**src/rtl/pid_pwm_drive.sv**
```systemverilog
// Sign/magnitude PWM drive for a bridge, fed by the PID control word.
// Emits the controller sample strobe and forces one dark frame on every direction reversal.
module pid_pwm_drive #(
  parameter int PERIOD   = 1024,
  parameter int DEADBAND = 8,
  parameter int MAX_DUTY = 1000
) (
  input  logic        clk,
  input  logic        reset,
  input  logic [15:0] control,
  input  logic        drive_en,
  output logic        pwm_out,
  output logic        dir,
  output logic        sample,
  output logic [15:0] duty,
  output logic        sat
);

  generate
    if (PERIOD < 4 || PERIOD > 65535 || MAX_DUTY > PERIOD || MAX_DUTY < 0) begin : g_bad_params
      $error("pid_pwm_drive: illegal PERIOD/MAX_DUTY combination");
    end
  endgenerate

  localparam logic [15:0] LAST = 16'(PERIOD - 1);
  localparam logic [15:0] PRE  = 16'(PERIOD - 2);
  localparam logic [15:0] DB   = 16'(DEADBAND);
  localparam logic [15:0] MAXD = 16'(MAX_DUTY);

  typedef enum logic [1:0] {IDLE, RUN, REVERSE} state_t;

  state_t      state, state_n;
  logic [15:0] cnt, cnt_n, duty_n;
  logic        dir_n, sat_n;
  logic [15:0] mag, new_duty;
  logic        new_sat, new_dir;

  // -32768 has no positive 16-bit counterpart, so it saturates to 32767
  always_comb begin
    if (control == 16'h8000) mag = 16'h7fff;
    else if (control[15])    mag = ~control + 16'd1;
    else                     mag = control;
    new_dir  = control[15];
    new_sat  = 1'b0;
    new_duty = mag;
    if (mag <= DB) begin
      new_duty = '0;
    end else if (mag > MAXD) begin
      new_duty = MAXD;
      new_sat  = 1'b1;
    end
  end

  always_comb begin
    state_n = state;
    cnt_n   = cnt;
    duty_n  = duty;
    dir_n   = dir;
    sat_n   = sat;
    if (!drive_en) begin
      state_n = IDLE;
      cnt_n   = '0;
      duty_n  = '0;
      sat_n   = 1'b0;
    end else begin
      case (state)
        IDLE: begin
          state_n = RUN;
          cnt_n   = '0;
          duty_n  = '0;
          sat_n   = 1'b0;
        end
        RUN, REVERSE: begin
          if (cnt == LAST) begin
            cnt_n = '0;
            // a sign change with nonzero drive costs one dark frame, dir flips at its start
            if (new_duty != '0 && new_dir != dir) begin
              state_n = REVERSE;
              duty_n  = '0;
              sat_n   = 1'b0;
              dir_n   = new_dir;
            end else begin
              state_n = RUN;
              duty_n  = new_duty;
              sat_n   = new_sat;
              if (new_duty != '0) dir_n = new_dir;
            end
          end else begin
            cnt_n = cnt + 16'd1;
          end
        end
        default: begin
          state_n = IDLE;
          cnt_n   = '0;
          duty_n  = '0;
          sat_n   = 1'b0;
        end
      endcase
    end
  end

  always_ff @(posedge clk or posedge reset) begin
    if (reset) begin
      state   <= IDLE;
      cnt     <= '0;
      duty    <= '0;
      dir     <= 1'b0;
      sat     <= 1'b0;
      pwm_out <= 1'b0;
      sample  <= 1'b0;
    end else begin
      state   <= state_n;
      cnt     <= cnt_n;
      duty    <= duty_n;
      dir     <= dir_n;
      sat     <= sat_n;
      pwm_out <= (state_n == RUN) && (cnt_n < duty_n);
      sample  <= (state_n != IDLE) && (cnt_n == PRE);
    end
  end

endmodule

```
**config.mk**
```make
export PLATFORM = sky130hd
export DESIGN_NAME = pid_pwm_drive
export DESIGN_NICKNAME = d
export VERILOG_FILES = /design/src/rtl/pid_pwm_drive.sv
export SDC_FILE = /design/constraint.sdc
export NUM_CORES = 1
export LEC_CHECK = 0
export BUFFER_PORTS_ARGS = -buffer_cell sky130_fd_sc_hd__buf_2
export CORE_MARGIN = 2
export CORE_UTILIZATION = 40
export DETAILED_ROUTE_END_ITERATION = 8
export SLEW_MARGIN = 20
export SYNTH_ARGS = -nofsm -noshare
export SYNTH_HDL_FRONTEND = slang
export SYNTH_SLANG_ARGS = --single-unit
```
**constraint.sdc**
```tcl
create_clock -name clk -period 6.8 [get_ports clk]
set_clock_uncertainty 0.2 [all_clocks]
set_input_delay 0.34 -clock clk [delete_from_list [all_inputs] [get_ports clk]]
set_output_delay 0.34 -clock clk [all_outputs]
set_load 0.1 [all_outputs]
```
# Yosys cells after proc, flatten, opt, wreduce, memory -nomap -nowiden
# Index checks and enable logic that the tools add are counted.
# totals
regBits,38
inputBits,19
output_inout_bits,20
word_cells,53
# op_classes
addsub,2
n_lt_le_gt_ge,3
n_eq_ne,8
mux,23
bitwise,1
reduce_logical,9
# ops
op,n
$mux W16,11
$add A16 B1 Y16 const B,2
$eq A16 B10 Y1 const B,2
$eq A16 B16 Y1 const B,1
$gt A16 B10 Y1 const B,1
$le A16 B4 Y1 const B,1
$lt A16 B16 Y1,1
$not A16 Y16,1
$reduce_bool A16 Y1,1
$mux W1,8
$mux W2,3
$eq A2 B1 Y1 const B,2
$pmux W2 S2,1
$reduce_and A4 Y1,1
$reduce_bool A2 Y1,2
$logic_and A1 B1 Y1,3
$ne A3 B3 Y1 const B,1
$eq A2 B2 Y1 const B,1
$logic_not A2 Y1,1
$reduce_or A2 Y1,1
$ne A1 B1 Y1,1

# Longest topological paths before layout
# depth
depth_word,15
depth_mapped,19
mapped_depth_nobuf,17

# Worst setup path before layout
# Ideal clock, no wire load.
# synth_path
path_kind,in2reg
from,input port control[0]
to,register pwm_out
setup_ns,0.080
t_arrival_ns,3.953
t_required_ns,6.520
setup_slack_ns,2.567
stages,19
n_path_buf,2
cell_sequence,inv_1 -> ha_1 -> or3b_1 -> clkbuf_1 -> o21ai_0 -> a31oi_1 -> or4_4 -> nor3b_2 -> and3_4 -> buf_6 -> a22oi_1 -> ha_1 -> a21o_1 -> a21o_1 -> a221oi_1 -> o31ai_1 -> nor3_1 -> nand3_1 -> nor3b_2
# synth_via
elab_chain_cells,15
word_cells_on_any_way,22
cone_classes,1 x add/sub; 3 x order compare; 2 x eq/ne; 12 x mux; 1 x bitwise; 3 x reduce/logical
# synth_rtl
item,line,rtl
from (decl),10,"input logic [15:0] control,"
$not A16 Y16,41,else if (control[15]) mag = ~control + 16'd1;
$add A16 B1 Y16,41,
$mux W16,41,
$mux W16 *,40,if (control == 16'h8000) mag = 16'h7fff;
$gt A16 B10 Y1,48,end else if (mag > MAXD) begin
$mux W16,48,
$mux W16 *,46,if (mag <= DB) begin
$reduce_bool A16 Y1,77,if (new_duty != '0 && new_dir != dir) begin
$logic_and A1 B1 Y1,77,
$mux W16 / $mux W2 (equally long branches),77,
$mux W16 / $mux W2 (equally long branches),74,if (cnt == LAST) begin
$mux W16 / $pmux W2 S2 (equally long branches),66,case (state)
$mux W16 / $mux W2 (equally long branches),60,if (!drive_en) begin
$lt A16 B16 Y1 / $eq A2 B1 Y1 (equally long branches),117,pwm_out <= (state_n == RUN) && (cnt_n < duty_n);
$logic_and A1 B1 Y1 *,117,
to (signal assigned),117,
to (decl),12,"output logic pwm_out,"
# Every way passes the cells marked *; elsewhere a longest branch is shown, timed or not.
# A chain may end at the register's enable or synchronous reset.

# Worst setup path in the final report
# Same ends and word-level chain as after synthesis.

==> impl_metrics.yaml <==
status:
  status: "finished, final reports clean"
sta:
  fin_setup_tns_ps: 0
  rsz0062_at_grt: "no"
  slew_violations: 0
  max_slew_margin_pct: 23.7
  worst_hold_slack_ps: 250
  worst_pin_slew_ps: 1140
  fmax_ghz: 0.221
  setup_viol: 0
  period_share_pct: 66.6
  hold_viol: 0
  period_needed_ps: 4530
job:
  cap_viol_max_count: 0
synth:
  synth_cell_type_count: 65
  synth_top_area_cell: "dfrtp_1"
  synth_warnings: 0
  ys.flop_type: "dfrtp_1"
  synthTopCellsByArea: "dfrtp_1, ha_1, nor2_1"
  syn-num-nets: 358
  synth_edf_count: 0
  synth.most_common_cell: "dfrtp_1"
  syn_area_um2: 2900
  synth_top_area_share_pct: 32.8
  ys_seq_area_share_pct: 32.8
  yosys-top-cells-count: "dfrtp_1, nor2_1, nand2_1, ha_1, inv_1"
  synth_cells: 320
  ys_ff_latch: 38
  async_flop_share_pct: 100
  synth.avg_cell_area_um2: 9.06
pwr:
  p_per_area_nw_per_um2: 150
  total_power_mw: 0.487
  p_leak_nw: 1.56
  vdd_drop_max_uv: 56.7
floorplan:
  pin_count: 39
  initial_core_util_pct: 40.6
  die-area_um2: 7950
  die_w_um: 89.2
  core_um2: 7140
  rows: 31
  fp.dieH_um: 89.2
clock_tree:
  insertion_delay_ps: 290
  cts_sinks: 38
  cts_tree: "yes"
  cts_root_buf: "clkbuf_8"
  clkTransAtPathRegs_ps: 70
  ctsHtreeMaxLevel: 2
  clk_path_buf_depth: 2
  numCtsBuffers: 5
  cts_resized: 0
critical_path:
  worstPathMaxFanout: 10
  critPathLaunchType: "primary input"
  crit_type: "primary input to register"
  critical_path_arrival_ps: 4480
  end_kind: "register"
  required_ps: 6760
route:
  drc: 0
  first_pass_iters: 4
  vias: 2528
  wl_um: 7000
  final_antenna_net_count: 0
  wl_per_cell_um: 15.4
  drt_iter0_markers: 120
  viasPerCell: 5.58
grt:
  grt_antenna_before_repair: 0
  grt_pass1_vias: 2433
  grt.total_usage_pct: 18.5
  grt_pass1_wl_um: 11700
  grt_max_degree: 39
  grt_overflow: 0
finish:
  area_growth_pct: 11.7
  drive_gt1_share_pct: 18.4
  diodes: 0
  nNetsFinal: 391
min_path:
  hp-class: "primary input to register"
placement:
  io_buffers: 38
  place_hpwl_um: 5340
  place.gp.congestion: 0.875
## timing repair
item / CTS / global route
setup buffers: 0 / 0
hold endpoints to repair: 38 / 0
hold buffers: 1 / 0
## power breakdown
group	internal, mW	switching [mW]
sequential	0.227	0.00197
combinational	0.0232	0.0462
clock	0.110	0.0783
## cell families (layout without fill, tap and decap cells)
family / count (synthesis) / in the layout / synth area share (%)
and+or+nand+nor: 131 / 131 / 25.3
buffers and inverters: 29 / 63 / 5.44
adders and majority gates: 19 / 19 / 8.20
DFF: 38 / 38 / 32.8
xor gates and xnor gates: 21 / 21 / 6.34
AOI/OAI and AO/OA: 82 / 82 / 21.9
## metrics by stage
| step | worst slack, ps | instances | util (%) | instance area (um^2) |
|---|---|---|---|---|
| 2_1_floorplan | 2570 | 320 | - | 2900 |
| 3_3_place_gp | 2080 | 444 | 43.8 | 3120 |
| 3_5_place_dp | 2020 | 444 | 43.8 | 3120 |
| 4_1_cts | 2280 | 453 | 45.4 | 3240 |
| 5_1_grt | 1970 | 453 | 45.4 | 3240 |
| 6_report | 2270 | 453 | 45.4 | 3240 |
## placed cells by master (no fill, tap or decap), drive strengths merged, types with 2 or more instances in the layout
master	count
a22o	6
or4	5
xor2	10
xnor2	11
a22oi	4
and2	6
buf	39
nor4b	2
clkbuf	7
inv	15
and3	11
nor4	4
nor2b	5
nand3	8
o41ai	2
or3	3
nor2	29
a21oi	8
o211ai	4
dfrtp	38
o31ai	7
and4	4
a21o	10
nand3b	2
nand4	8
nor3b	3
nor3	9
a211oi	2
ha	19
o21ai	13
nand2	27
a31oi	5
or2	2
o311ai	2
o21a	8
## flip-flops by register name, indices dropped and copies added, names as in the netlist
signal	count
duty	16
pwm_out	1
state	2
dir	1
sample	1
sat	1
cnt	16
## worst max-delay path: stages
cell and delay [ps]:
buf_2 130, inv_1 80, ha_1 230, or3b_1 510, o21ai_0 200, a31oi_1 150
or4_4 620, o31ai_4 300, nand2_2 180, o21a_1 250, ha_1 300, nand4_1 150
nor3_1 310, nand4_1 190, a21o_1 190, a41oi_1 270, nor3b_2 80
## worst paths after layout
path / startpoint / slack [ps] / depth (start not counted) / to
min: drive_en / 250 / 4 / state[0]$_DFF_PP0_
min in group asynchronous: reset / 510 / 4 / cnt[8]$_DFF_PP0_
max reg2reg: cnt[0]$_DFF_PP0_ / 2510 / 13 / pwm_out$_DFF_PP0_
max: control[0] / 2270 / 17 / pwm_out$_DFF_PP0_
min reg2reg: duty[10]$_DFF_PP0_ / 290 / 2 / duty[10]$_DFF_PP0_
max in group asynchronous: reset / 5520 / 4 / duty[3]$_DFF_PP0_
## metal layers
| layer | GRT usage [%] | wire [um] |
|---|---|---|
| met3 | 2.86 | 202 |
| met4 | 3.53 | 34 |
| met1 | 23.7 | 3180 |
| met5 | 0 | 0 |
| met2 | 33.2 | 3580 |
## layout make-up
class,instances,area (um^2)
inverter,15,56.3
clock buffer,7,76.3
sequential,38,951
tap,99,124
timing repair buffer,40,208
clock inverter,1,30.0
fill,723,3900
multi-input combinational,253,1800
(Power assumes the default switching activity.)
